==> config.mk <==
export PLATFORM = sky130hd
export DESIGN_NAME = pipemem_arb
export DESIGN_NICKNAME = d
export VERILOG_FILES = /design/src/rtl/pipe_pkg.sv /design/src/rtl/pipemem_lat_cnt.sv /design/src/rtl/pipemem_arb.sv
export SDC_FILE = /design/constraint.sdc
export NUM_CORES = 1
export LEC_CHECK = 0
export ABC_AREA = 1
export CORE_UTILIZATION = 38
export CTS_CLUSTER_DIAMETER = 100
export DETAILED_ROUTE_END_ITERATION = 7
export PLACE_DENSITY = 0.81
export SLEW_MARGIN = 30
export SYNTH_ARGS = -nofsm -noshare
export SYNTH_HDL_FRONTEND = slang
export SYNTH_SLANG_ARGS = --single-unit
==> constraint.sdc <==
create_clock -name clk -period 1.45 [get_ports clk]
set_input_delay 0.29 -clock clk [delete_from_list [all_inputs] [get_ports clk]]
set_output_delay 0.29 -clock clk [all_outputs]
set_load 0.1 [all_outputs]
==> src/rtl/pipe_pkg.sv <==
// rtl/pipe_pkg.sv - shared state encoding and defaults for the unified-memory arbiter
package pipe_pkg;

    typedef enum logic [1:0] {
        IDLE  = 2'd0,
        RD_M  = 2'd1,
        RD_IF = 2'd2
    } arb_state_t;

    localparam int MEM_LAT_DEF = 2;
    localparam int AW_DEF      = 32;
    localparam int DW_DEF      = 32;
    localparam int CNT_W       = 4;

endpackage

==> src/rtl/pipemem_lat_cnt.sv <==
// rtl/pipemem_lat_cnt.sv - loadable 4-bit latency down-counter with zero flag
module pipemem_lat_cnt
    import pipe_pkg::*;
(
    input  logic             clk,
    input  logic             rst,
    input  logic             load,
    input  logic [CNT_W-1:0] load_val,
    input  logic             dec,
    output logic [CNT_W-1:0] value,
    output logic             zero
);

    always_ff @(posedge clk or negedge rst) begin
        if (!rst) begin
            value <= '0;
        end else if (load) begin
            value <= load_val;
        end else if (dec) begin
            value <= value - 1'b1;
        end
    end

    assign zero = (value == '0);

endmodule

==> src/rtl/pipemem_arb.sv <==
// rtl/pipemem_arb.sv - IF/MEM arbiter for a single-port memory; PIPEMEM_ARB_PERF_EN adds a stall counter
module pipemem_arb
    import pipe_pkg::*;
#(
    parameter int MEM_LAT = MEM_LAT_DEF,
    parameter int AW      = AW_DEF,
    parameter int DW      = DW_DEF
) (
    input  logic          clk,
    input  logic          rst,
    input  logic          if_req,
    input  logic [AW-1:0] if_addr,
    output logic [DW-1:0] if_rdata,
    input  logic          m_wmem,
    input  logic          m_m2reg,
    input  logic [AW-1:0] m_addr,
    input  logic [DW-1:0] m_wdata,
    output logic [DW-1:0] m_rdata,
    output logic          stall,
    output logic          mem_en,
    output logic          mem_we,
    output logic [AW-1:0] mem_addr,
    output logic [DW-1:0] mem_wdata,
    input  logic [DW-1:0] mem_rdata,
    output logic [31:0]   stall_cnt
);

    localparam logic [CNT_W-1:0] LAT_LD = CNT_W'(MEM_LAT);

    arb_state_t       state, state_nxt;
    logic             m_done, if_done;
    logic             m_req, m_pend, if_pend;
    logic             issue_m, issue_if, in_rd, rd_last;
    logic             cnt_load, cnt_dec, cnt_zero;
    logic [CNT_W-1:0] cnt_val;

    assign m_req   = m_wmem | m_m2reg;
    assign m_pend  = m_req & ~m_done;
    assign if_pend = if_req & ~if_done;
    assign stall   = m_pend | if_pend;

    // MEM wins: it belongs to the older instruction in the pipe
    assign issue_m  = (state == IDLE) && m_pend;
    assign issue_if = (state == IDLE) && !m_pend && if_pend;
    assign in_rd    = (state == RD_M) || (state == RD_IF);
    // The edge on which the counter steps from 1 to 0 is the data-valid edge
    assign rd_last  = in_rd && (cnt_val == CNT_W'(1));

    assign cnt_load = (issue_m && !m_wmem) || issue_if;
    assign cnt_dec  = in_rd && !cnt_zero;

    pipemem_lat_cnt u_lat_cnt (
        .clk      (clk),
        .rst      (rst),
        .load     (cnt_load),
        .load_val (LAT_LD),
        .dec      (cnt_dec),
        .value    (cnt_val),
        .zero     (cnt_zero)
    );

    always_ff @(posedge clk or negedge rst) begin
        if (!rst) begin
            state <= IDLE;
        end else begin
            state <= state_nxt;
        end
    end

    always_comb begin
        state_nxt = state;
        case (state)
            IDLE: begin
                if (issue_m && !m_wmem) begin
                    state_nxt = RD_M;
                end else if (issue_if) begin
                    state_nxt = RD_IF;
                end
            end
            RD_M, RD_IF: begin
                if (rd_last) begin
                    state_nxt = IDLE;
                end
            end
            default: state_nxt = IDLE;
        endcase
    end

    always_ff @(posedge clk or negedge rst) begin
        if (!rst) begin
            mem_en    <= 1'b0;
            mem_we    <= 1'b0;
            mem_addr  <= '0;
            mem_wdata <= '0;
        end else begin
            mem_en <= issue_m || issue_if;
            mem_we <= issue_m && m_wmem;
            if (issue_m) begin
                mem_addr  <= m_addr;
                mem_wdata <= m_wdata;
            end else if (issue_if) begin
                mem_addr  <= if_addr;
            end
        end
    end

    // A completing access still records its data/done even if its request vanished
    always_ff @(posedge clk or negedge rst) begin
        if (!rst) begin
            m_done   <= 1'b0;
            if_done  <= 1'b0;
            m_rdata  <= '0;
            if_rdata <= '0;
        end else begin
            if ((issue_m && m_wmem) || (state == RD_M && rd_last)) begin
                m_done <= 1'b1;
            end else if (!stall) begin
                m_done <= 1'b0;
            end
            if (state == RD_IF && rd_last) begin
                if_done <= 1'b1;
            end else if (!stall) begin
                if_done <= 1'b0;
            end
            if (state == RD_M && rd_last) begin
                m_rdata <= mem_rdata;
            end
            if (state == RD_IF && rd_last) begin
                if_rdata <= mem_rdata;
            end
        end
    end

`ifdef PIPEMEM_ARB_PERF_EN
    logic [31:0] stall_cnt_q;

    always_ff @(posedge clk or negedge rst) begin
        if (!rst) begin
            stall_cnt_q <= '0;
        end else if (stall && (stall_cnt_q != 32'hFFFF_FFFF)) begin
            stall_cnt_q <= stall_cnt_q + 32'd1;
        end
    end

    assign stall_cnt = stall_cnt_q;
`else
    assign stall_cnt = 32'd0;
`endif

endmodule

==> impl_metrics.toml <==
[outcome]
run_status = "complete, but fails checks"
violated_checks = "setup timing"

[finish]
final_common_cell = "sky130_fd_sc_hd__nand2_1"
antennaDiodeCount = 0
area_delta_synth_final_pct = 96.2
nets = 1205
most_frequent_cells_in_the_layout = "227 x sky130_fd_sc_hd__nand2_1, 142 x sky130_fd_sc_hd__buf_12, 138 x sky130_fd_sc_hd__dfrtp_1, 129 x sky130_fd_sc_hd__clkdlybuf4s50_1, 122 x sky130_fd_sc_hd__nand2_2"
fillerInstances = 977
drive_gt1_share_pct = 42.9
fin_cells = 1297

[detailed_routing]
met3_length_um = 1960
route.detailed.drc = 0
drtIter0Drc = 226
totalWireLength_um = 23500
top_layer_used = "met4"
detailroute.via_count = 6191
dr.pass1.iters = 4
vias_per_cell = 4.77
wl_met1_um = 8400
ant_nets = 0
wire_per_inst_um = 18.2
wl_met2_um = 12500

[clocking]
clkSinkCount = 138
cts.reportedPaths.clkPinSlew_ns = 0.06
cts_tree = "built"
cts_max_path_buffers = 2
clock_insertion_delay_worst_skew_ns = 0.42
cts.htree.levels = 4
tritoncts.num_buffers = 17
clk_root_buffer_cell = "sky130_fd_sc_hd__clkbuf_16"

[setup_path]
crit_buf_inv = 3
critical_path.endpoint_type = "output port"
rr_startpoint = "state[1]$_DFFE_PN0P_"
timing.critical_path.fanout_max = 2
worst_ep_required_time_ns = 1.16
cp_cell_sequence = "inv_2 > o21ai_2 > buf_6 > nand2_4 > buf_12"
setup.worst_path.start_class = "flop"
crit_family = "flip-flops"
critical_path.slowest_cell = "sky130_fd_sc_hd__dfrtp_1"
cp-startpoint = "m_done$_DFFE_PN0P_"
timing.critical_path.arrival_ns = 1.29
worst-setup-path-type = "reg2out"
critical_path.max_stage_delay_ns = 0.40

[placement]
dp.cells = 1239
portBuffers = 263
dp_hpwl_um = 14400
gp_congestion = 0.882

[sta]
fin_ws_ns = -0.135
finalHoldViolations = 0
min_period_ns = 1.58
total_count_of_max_transition_violations_in_the_final_report = 0
layout_worst_path_cycle_share_pct = 109
rsz0062_at_grt = "true"
fmax_mhz = 631
skew_ns = 0.0121
final.setup.tns_ns = -5.66
setup_viol_count_final = 96

[grt]
track_usage_pct = 24.6
grt_antenna_before_repair = 0
grt_remaining_overflow = 0
via_count_of_the_first_global_routing_pass = 6261
grt_max_degree = 45
grt_pass1_wl_um = 33000

[floorplan]
design.die.area_sq_mm = 0.0174
num_io_pins = 296
core_sq_mm = 0.0165
fp.dieW_um = 132
overall_die_height_um = 132
placement_rows = 47
floorplan.initialDensity_pct = 38.7

[synth]
synthesis.yosys.warnings = 0
synth_top_cell_area_share_pct = 54.0
synth.largest_area_cell = "sky130_fd_sc_hd__dfrtp_1"
post_synth_inst_count = 749
post_synth_instance_area_sq_mm = 0.00640
synth_seq_area_share_pct = 54.0
synth-seq-cells = 138
number_of_unique_standard_cell_types_used_by_synthesis = 26
netlist_top_cells_area = "sky130_fd_sc_hd__dfrtp_1 54%, sky130_fd_sc_hd__nand2_1 21%, sky130_fd_sc_hd__nand2_2 4.9%"
avgSynthCellArea_sq_um = 8.54

[job]
timing.max_cap.violations = 0

[min_path]
hold_class = "in2async"
-- path summary, 6_finish.rpt --
check                                            to  slack, ns  depth (start not counted)
setup reg to reg           mem_addr[20]$_DFFE_PN0P_      -0.12                         10
setup / recovery                              stall      -0.13                          5
hold reg to reg            if_rdata[22]$_DFFE_PN0P_       0.54                          2
min in group clk                   mem_we$_DFF_PN0_       0.36                          3
max in group asynchronous   mem_addr[6]$_DFFE_PN0P_       0.55                          3
hold / removal             if_rdata[30]$_DFFE_PN0P_       0.34                          2
-- worst register-to-register path, delay by kind of cell (launching register included) --
| family | cells | cell delay [ns] |
|---|---|---|
| compound gates | 1 | 0.05 |
| fa+ha+maj | 1 | 0.14 |
| flops | 1 | 0.38 |
| buf+inv | 4 | 0.46 |
| simple gates | 4 | 0.42 |
-- registers in the layout, indices dropped and copies added (netlist names) --
signal,count
u_lat_cnt.value,4
if_rdata,32
m_rdata,32
mem_wdata,32
mem_en,1
m_done,1
mem_addr,32
state,2
mem_we,1
if_done,1
-- layout make-up --
class	instances	area [sq um]	area share [%]
clock buffer	20	467	3.72
clock inverter	10	119	0.947
inverter	48	235	1.87
multi-input combinational	531	3070	24.5
sequential	138	3450	27.5
tap	220	275	2.19
timing repair buffer	327	4860	38.7
timing repair inverter	3	70.1	0.558
-- stage by stage --
stage                     hold WS [ns]  area (sq um)  worst slack [ns]  utilization [%]
after CTS                        0.327         11700            -0.148             70.5
final                            0.336         12600            -0.135             76.0
after floorplan               -0.00559          6530            0.0152                -
after detailed placement         0.200         10700            -0.432             64.7
after global routing             0.345         12600            -0.204             76.0
after global placement           0.197         10700            -0.381             64.7
-- metal layers --
metal,vias up,track usage [%]
li1,2824,-
met1,3018,26.9
met2,289,44.8
met3,60,7.88
met4,0,7.88
met5,-,0
-- cells by family after synthesis --
| logic type | share of synthesized area, % |
|---|---|
| AOI/OAI and AO/OA | 4.60 |
| xor gates and xnor gates | 0.274 |
| adders and majority gates | 1.17 |
| buffers and inverters | 10.4 |
| DFF | 54.0 |
| other | 0.0586 |
| and+or+nand+nor | 29.5 |
-- synth_stat cells, drive strengths merged --
cell type,instances
nand2,404
dfrtp,138
buf,61
inv,48
nor2,44
o21ai,34
ha,6
nand3,5
clkbuf,2
nand4,2
o211ai,2
xor2,2
conb,1
-- what timing repair did --
item,in CTS,in global routing
cloned,8,9
hold buffers,1,0
pin swaps,7,36
hold endpoints to repair,27,0
resized for setup,45,216
endpoints found under the setup margin,56,128
setup buffers,7,7
Power is not shown: default switching activity piles up to over one toggle a cycle in this logic, so the estimate is an artifact.
